File: src/rtl/rmap_wb_arbiter.sv
// rmap_wb_arbiter
//
// Two-master Wishbone arbiter that shares one slave bus between the RMAP
// target engine (master 0) and a local host port (master 1). Ownership is
// decided round-robin once per bus cycle: a granted master keeps the bus
// until it drops cyc, and a handover always passes through one cycle in
// which the slave sees cycOut low.
//
// Parameters
//   BUS_WIDTH       data width in bits (multiple of 8)
//   TIMEOUT_CYCLES  watchdog limit in clocks (1..65535)
//
// Ports
//   clk, rst                 clock, asynchronous active-high reset
//   m0*In / m0*Out           RMAP master: cyc, stb, we, adr, sel, dat / ack, err, dat
//   m1*In / m1*Out           host master, same set as m0
//   cycOut..datOut           slave request side
//   datIn, ackIn, errIn      slave response side
//   grant                    one-hot current owner, 00 when idle
//   timeoutFlag              one-cycle pulse when the watchdog fires
//
// Optional feature
//   RMAP_WB_ARB_TIMEOUT_EN   when defined, a stalled access (stb high with no
//                            ack/err) is terminated with err after
//                            TIMEOUT_CYCLES clocks. When undefined, no
//                            watchdog exists and timeoutFlag is tied low.

module rmap_wb_arbiter #(
    parameter int BUS_WIDTH      = 32,
    parameter int TIMEOUT_CYCLES = 255
) (
    input  logic                   clk,
    input  logic                   rst,

    input  logic                   m0CycIn,
    input  logic                   m0StbIn,
    input  logic                   m0WeIn,
    input  logic [31:0]            m0AdrIn,
    input  logic [BUS_WIDTH/8-1:0] m0SelIn,
    input  logic [BUS_WIDTH-1:0]   m0DatIn,
    output logic                   m0AckOut,
    output logic                   m0ErrOut,
    output logic [BUS_WIDTH-1:0]   m0DatOut,

    input  logic                   m1CycIn,
    input  logic                   m1StbIn,
    input  logic                   m1WeIn,
    input  logic [31:0]            m1AdrIn,
    input  logic [BUS_WIDTH/8-1:0] m1SelIn,
    input  logic [BUS_WIDTH-1:0]   m1DatIn,
    output logic                   m1AckOut,
    output logic                   m1ErrOut,
    output logic [BUS_WIDTH-1:0]   m1DatOut,

    output logic                   cycOut,
    output logic                   stbOut,
    output logic                   weOut,
    output logic [31:0]            adrOut,
    output logic [BUS_WIDTH/8-1:0] selOut,
    output logic [BUS_WIDTH-1:0]   datOut,
    input  logic [BUS_WIDTH-1:0]   datIn,
    input  logic                   ackIn,
    input  logic                   errIn,

    output logic [1:0]             grant,
    output logic                   timeoutFlag
);

    typedef enum logic [1:0] {
        IDLE = 2'd0,
        GNT0 = 2'd1,
        GNT1 = 2'd2
    } state_e;

    state_e     state_q;
    logic       lastGnt_q;
    logic [1:0] grant_q;

    // Strobe of the current owner before the watchdog mask is applied.
    logic       stbRaw;
    logic       timeoutHit;

    // Ownership FSM. lastGnt_q resets to 1 so that master 0 wins the first
    // simultaneous request. On release the next owner is taken directly from
    // the other master's cyc; because the slave side mirrors the owner's cyc,
    // the release cycle itself already shows cycOut low to the slave.
    always_ff @(posedge clk or posedge rst) begin
        if (rst) begin
            state_q   <= IDLE;
            lastGnt_q <= 1'b1;
            grant_q   <= 2'b00;
        end else begin
            case (state_q)
                IDLE: begin
                    if (m0CycIn && (!m1CycIn || lastGnt_q)) begin
                        state_q   <= GNT0;
                        lastGnt_q <= 1'b0;
                        grant_q   <= 2'b01;
                    end else if (m1CycIn) begin
                        state_q   <= GNT1;
                        lastGnt_q <= 1'b1;
                        grant_q   <= 2'b10;
                    end
                end
                GNT0: begin
                    if (!m0CycIn) begin
                        if (m1CycIn) begin
                            state_q   <= GNT1;
                            lastGnt_q <= 1'b1;
                            grant_q   <= 2'b10;
                        end else begin
                            state_q <= IDLE;
                            grant_q <= 2'b00;
                        end
                    end
                end
                GNT1: begin
                    if (!m1CycIn) begin
                        if (m0CycIn) begin
                            state_q   <= GNT0;
                            lastGnt_q <= 1'b0;
                            grant_q   <= 2'b01;
                        end else begin
                            state_q <= IDLE;
                            grant_q <= 2'b00;
                        end
                    end
                end
                default: begin
                    state_q <= IDLE;
                    grant_q <= 2'b00;
                end
            endcase
        end
    end

    assign grant = grant_q;

    // Read data is broadcast; masters qualify it with their own ack.
    assign m0DatOut = datIn;
    assign m1DatOut = datIn;

    // Slave-side mux and termination routing. err has priority over ack,
    // and a watchdog expiry is reported as err while the strobe is masked.
    always_comb begin
        cycOut   = 1'b0;
        stbRaw   = 1'b0;
        weOut    = 1'b0;
        adrOut   = '0;
        selOut   = '0;
        datOut   = '0;
        m0AckOut = 1'b0;
        m0ErrOut = 1'b0;
        m1AckOut = 1'b0;
        m1ErrOut = 1'b0;
        case (state_q)
            GNT0: begin
                cycOut   = m0CycIn;
                stbRaw   = m0StbIn;
                weOut    = m0WeIn;
                adrOut   = m0AdrIn;
                selOut   = m0SelIn;
                datOut   = m0DatIn;
                m0AckOut = ackIn && !errIn && !timeoutHit;
                m0ErrOut = errIn || timeoutHit;
            end
            GNT1: begin
                cycOut   = m1CycIn;
                stbRaw   = m1StbIn;
                weOut    = m1WeIn;
                adrOut   = m1AdrIn;
                selOut   = m1SelIn;
                datOut   = m1DatIn;
                m1AckOut = ackIn && !errIn && !timeoutHit;
                m1ErrOut = errIn || timeoutHit;
            end
            default: begin
            end
        endcase
    end

    assign stbOut = stbRaw && !timeoutHit;

`ifdef RMAP_WB_ARB_TIMEOUT_EN
    logic [15:0] wdCount_q;
    logic [15:0] wdCount_d;

    assign timeoutHit = (wdCount_q == 16'(TIMEOUT_CYCLES));

    // Counts consecutive stalled strobe cycles; any termination, a dropped
    // strobe or the expiry itself starts the count over.
    always_comb begin
        wdCount_d = '0;
        if (!timeoutHit && stbRaw && !ackIn && !errIn) begin
            wdCount_d = wdCount_q + 16'd1;
        end
    end

    always_ff @(posedge clk or posedge rst) begin
        if (rst) begin
            wdCount_q <= '0;
        end else begin
            wdCount_q <= wdCount_d;
        end
    end
`else
    assign timeoutHit = 1'b0;
`endif

    assign timeoutFlag = timeoutHit;

endmodule

File: config.mk
export PLATFORM = sky130hd
export DESIGN_NAME = rmap_wb_arbiter
export DESIGN_NICKNAME = d
export VERILOG_FILES = /design/src/rtl/rmap_wb_arbiter.sv
export SDC_FILE = /design/constraint.sdc
export NUM_CORES = 1
export LEC_CHECK = 0
export ABC_AREA = 1
export BUFFER_PORTS_ARGS = -buffer_cell sky130_fd_sc_hd__buf_4
export CAP_MARGIN = 40
export CELL_PAD_IN_SITES_DETAIL_PLACEMENT = 1
export CELL_PAD_IN_SITES_GLOBAL_PLACEMENT = 1
export CORE_AREA = 2 2 126 128
export CTS_CLUSTER_DIAMETER = 120
export CTS_CLUSTER_SIZE = 10
export DETAILED_ROUTE_END_ITERATION = 8
export DIE_AREA = 0 0 128 130
export PLACE_DENSITY = 0.74
export SLEW_MARGIN = 20
export SYNTH_ARGS = -nofsm -noshare
export SYNTH_HDL_FRONTEND = slang
export SYNTH_SLANG_ARGS = --single-unit
File: constraint.sdc
create_clock -name clk -period 2.7 [get_ports clk]
set_clock_uncertainty 0.15 [all_clocks]
set_input_delay 0.54 -clock clk [delete_from_list [all_inputs] [get_ports clk]]
set_output_delay 0.54 -clock clk [all_outputs]
set_load 0.01 [all_outputs]
# Word-level counts from Yosys, hierarchy flattened
# Cells that the tools add are included.
# word_totals
register_bits	3
input_bits	178
out_inout_bits	142
# classes
n_eq_ne	6
n_mux	23
reduce_logical	9
# ops
cell	count
case mux 32 bit (2 select lines)	2
2-to-1 mux 1 bit	10
2-to-1 mux 2 bit	5
case mux 4 bit (2 select lines)	1
!= test 2 bit, second input constant	3
case mux 1 bit (2 select lines)	3
case mux 2 bit (3 select lines)	1
AND reduction 4 bit	1
!= test 3 bit, second input constant	1
case mux 1 bit (3 select lines)	1
AND reduction 3 bit	1
nonzero test 3 bit	1
== test 2 x 1 -> 1 bit, second input constant	1
== test 2 bit, second input constant	1
logical AND 1 bit	2
logical NOT 1 bit	2
logical NOT 2 bit	1
logical OR 1 bit	1

# Longest topological paths before layout
# logic_depth
depth_word	5
ltp_mapped	9

# Least setup slack after synthesis
# OpenSTA, ideal clock, no wires.
# synth_path
kind	register to output
startpoint	register, netlist name grant[0]
endpoint	output port adrOut[0]
arrival_ns	1.338
setup_slack_ns	0.672
path_stages_with_launch	6
cell_sequence	dfrtp_1 > inv_1 > ha_1 > inv_2 > clkbuf_1 > a21oi_1
# synth_lines
item	line	source
end: declaration	58	output logic [31:0] adrOut,

==> metrics.txt <==
outcome=finished, final reports clean; n_diodes=0; total routing resource utilization after global routing=0.0870; wire length reported by the detailed router=8380 µm; stage delay of the slowest cell on the critical path=0.45 ns; class of the most critical setup path=reg2out; internal power=1.18 mW; post-cts repair resize count=0; cell with the largest stage delay on the worst path=dfrtp_1; number of hold-repair buffers added at the cts stage=0; arrival time at the worst endpoint=1.82 ns; area of the core region=0.0154 mm²; area of all sequential standard cells=76.3 µm²; least setup slack across all paths after layout=0.185 ns; Hold Violations, Final=0; net count of the finished layout=680; global-route wire length before repair=12,100 µm; unrepaired setup endpoints after global routing=no; startpoint kind of the worst setup timing path=register; Setup crit end kind=output port; largest driver fanout on the critical path=34; horizontal die dimension=128 µm; CTS tree=done; Filler Cells Inserted=1,973; share of total power in sequential cells=0.040; synthesized area per cell=5.32 µm²; switching pwr=1.31 mW; Die Height=130 µm; Power Total=2.49 mW; detailed-route via count=2,652; top flip-flop cell by instance count after synthesis=dfrtp_1; commonest non-fill, non-tap cell in the layout=buf_4; layout overhead on the synthesized area=73.8%; total clock sinks=3; Switching Fraction=0.525; H-tree lvl count=1; Layout Cells excl Fill=688; first-pass iteration count of the detailed router=4; CTS Root Cell=clkbuf_16; # DRC=0; Worst-Skew Late Latency=0.22 ns; max-cap violations=0; PD cells=760 mW/mm²; global route total overflow=0; number of nets produced by synthesis=537; final clock period utilization by the worst path=0.931; commonest cells after routing, fill and taps aside=223 x buf_4, 159 x nand2_1, 71 x a21oi_1; area of the multi-input gates=0.00109 mm²; setup violation total in the final timing report=0; highest clock frequency the design can meet=398 MHz; placed cell area=0.00319 mm²; Antenna Nets Post-Route=0; via count of the first global-routing pass=2,486; CP bufs+invs=4; detail-routed via count per cell=3.85; Setup TNS Final=0 ns; register area share after synthesis=0.0406; synthesized area=0.00188 mm²; worst min-delay path category=in2async; Iter 0 DRT Violations=84; initial standard-cell utilization of the core=0.122; antenna violations before repair=0; Worst path most repeated cell=buf_4; fin. max-slew vios=0; count of warnings emitted by yosys=0; Inst Count DP=684; leakage dissipation=1.62 nW; post-CTS setup buffer count=0; clock period minus final worst setup slack=2.51 ns; number of synthesized register bits=3; floorplan die area=0.0166 mm²; share of total power in combinational logic=0.866; row cnt=46; Data required, critical path=2.01 ns; number of unique standard cell types used by synthesis=19; number of instances in the synthesized netlist=354; fraction of layout cells with a size suffix above 1=0.474; Max Root-Sink Buffers=2; pin count of the biggest net entering global routing=75; input/output buffers=222; average wire per standard cell=12.2 µm; routability-driven placement congestion ratio=0.730; CTS Buf Count=3; HPWL Detailed=6600 µm; async set or reset register ratio after synthesis=1.00; CP Cell Sequence=inv_1, ha_1, inv_2, buf_4, a21oi_1, buf_4; Post-synth EDFFs=0; Clk pwr share=0.094; final design instance area without fill=0.00327 mm²; ports placed on the boundary=320; setup slack at placement=0.391 ns; maximum resistive drop on vdd=416 µV; clock-pin slew of the registers on the worst-case setup and hold paths=0.03 ns; Top Family by Delay on Critical Path=buffers and inverters
[flip-flops by register name, summed over array words and instances (netlist names)]
signal	count
grant	2
lastGnt_q	1
[per-stage QoR]
step	hold slack [ns]	utilization
floorplan	0.143	-
global placement	0.271	0.207
detailed placement	0.271	0.207
finish	0.0390	0.212
CTS	0.0386	0.212
global route	0.0466	0.212
[worst paths after layout]
kind,startpoint,endpoint,slack [ns],depth (start not counted)
max,grant[1],datOut[7],0.19,6
min,rst,grant[0],0.04,2
max reg2reg,grant[1],lastGnt_q,0.93,7
min reg2reg,lastGnt_q,lastGnt_q,0.40,2
max in group asynchronous,rst,lastGnt_q,2.15,2
min in group clk,lastGnt_q,lastGnt_q,0.40,2
[per-layer routing]
metal,up-vias,track usage,part of all wire
li1,1325,-,-
met1,1153,0.0932,0.38
met2,159,0.164,0.49
met3,15,0.0303,0.11
met4,0,0.0220,0.019
met5,-,0,0
[cell families after synthesis]
family | Yosys count | share of synthesized area
adders and majority gates | 5 | 0.0332
buffers and inverters | 101 | 0.382
DFF | 3 | 0.0406
and+or+nand+nor | 170 | 0.346
other | 1 | 0.00199
AOI/OAI and AO/OA | 74 | 0.197
[synthesized netlist by cell type (3+ instances only)]
cell,count,share of area
a21oi_1,71,0.19
buf_2,11,0.029
buf_4,66,0.26
clkbuf_1,3,0.0060
clkbuf_8,7,0.051
ha_1,5,0.033
inv_1,11,0.022
nand2_1,159,0.32
nand3_1,4,0.011
nor2_1,4,0.0080
o21ai_0,3,0.0080
[cell type report]
cell class | instances | area share
repair buffers | 226 | 0.530
multi-input cells | 250 | 0.334
well taps | 192 | 0.0735
clock buffers | 4 | 0.0241
flip-flops and latches | 3 | 0.0233
inverters | 13 | 0.0149
[power groups by stage]
stage / clock [mW] / combinational (mW) / sequential (mW)
after detailed placement: 0 / 2.19 / 0.0992
final: 0.234 / 2.15 / 0.0984
after global placement: 0 / 2.17 / 0.0982
after CTS: 0.241 / 2.20 / 0.0992
after global routing: 0.249 / 2.37 / 0.102
after floorplan: 0 / 1.33 / 0.0970
(Power assumes the default switching activity.)
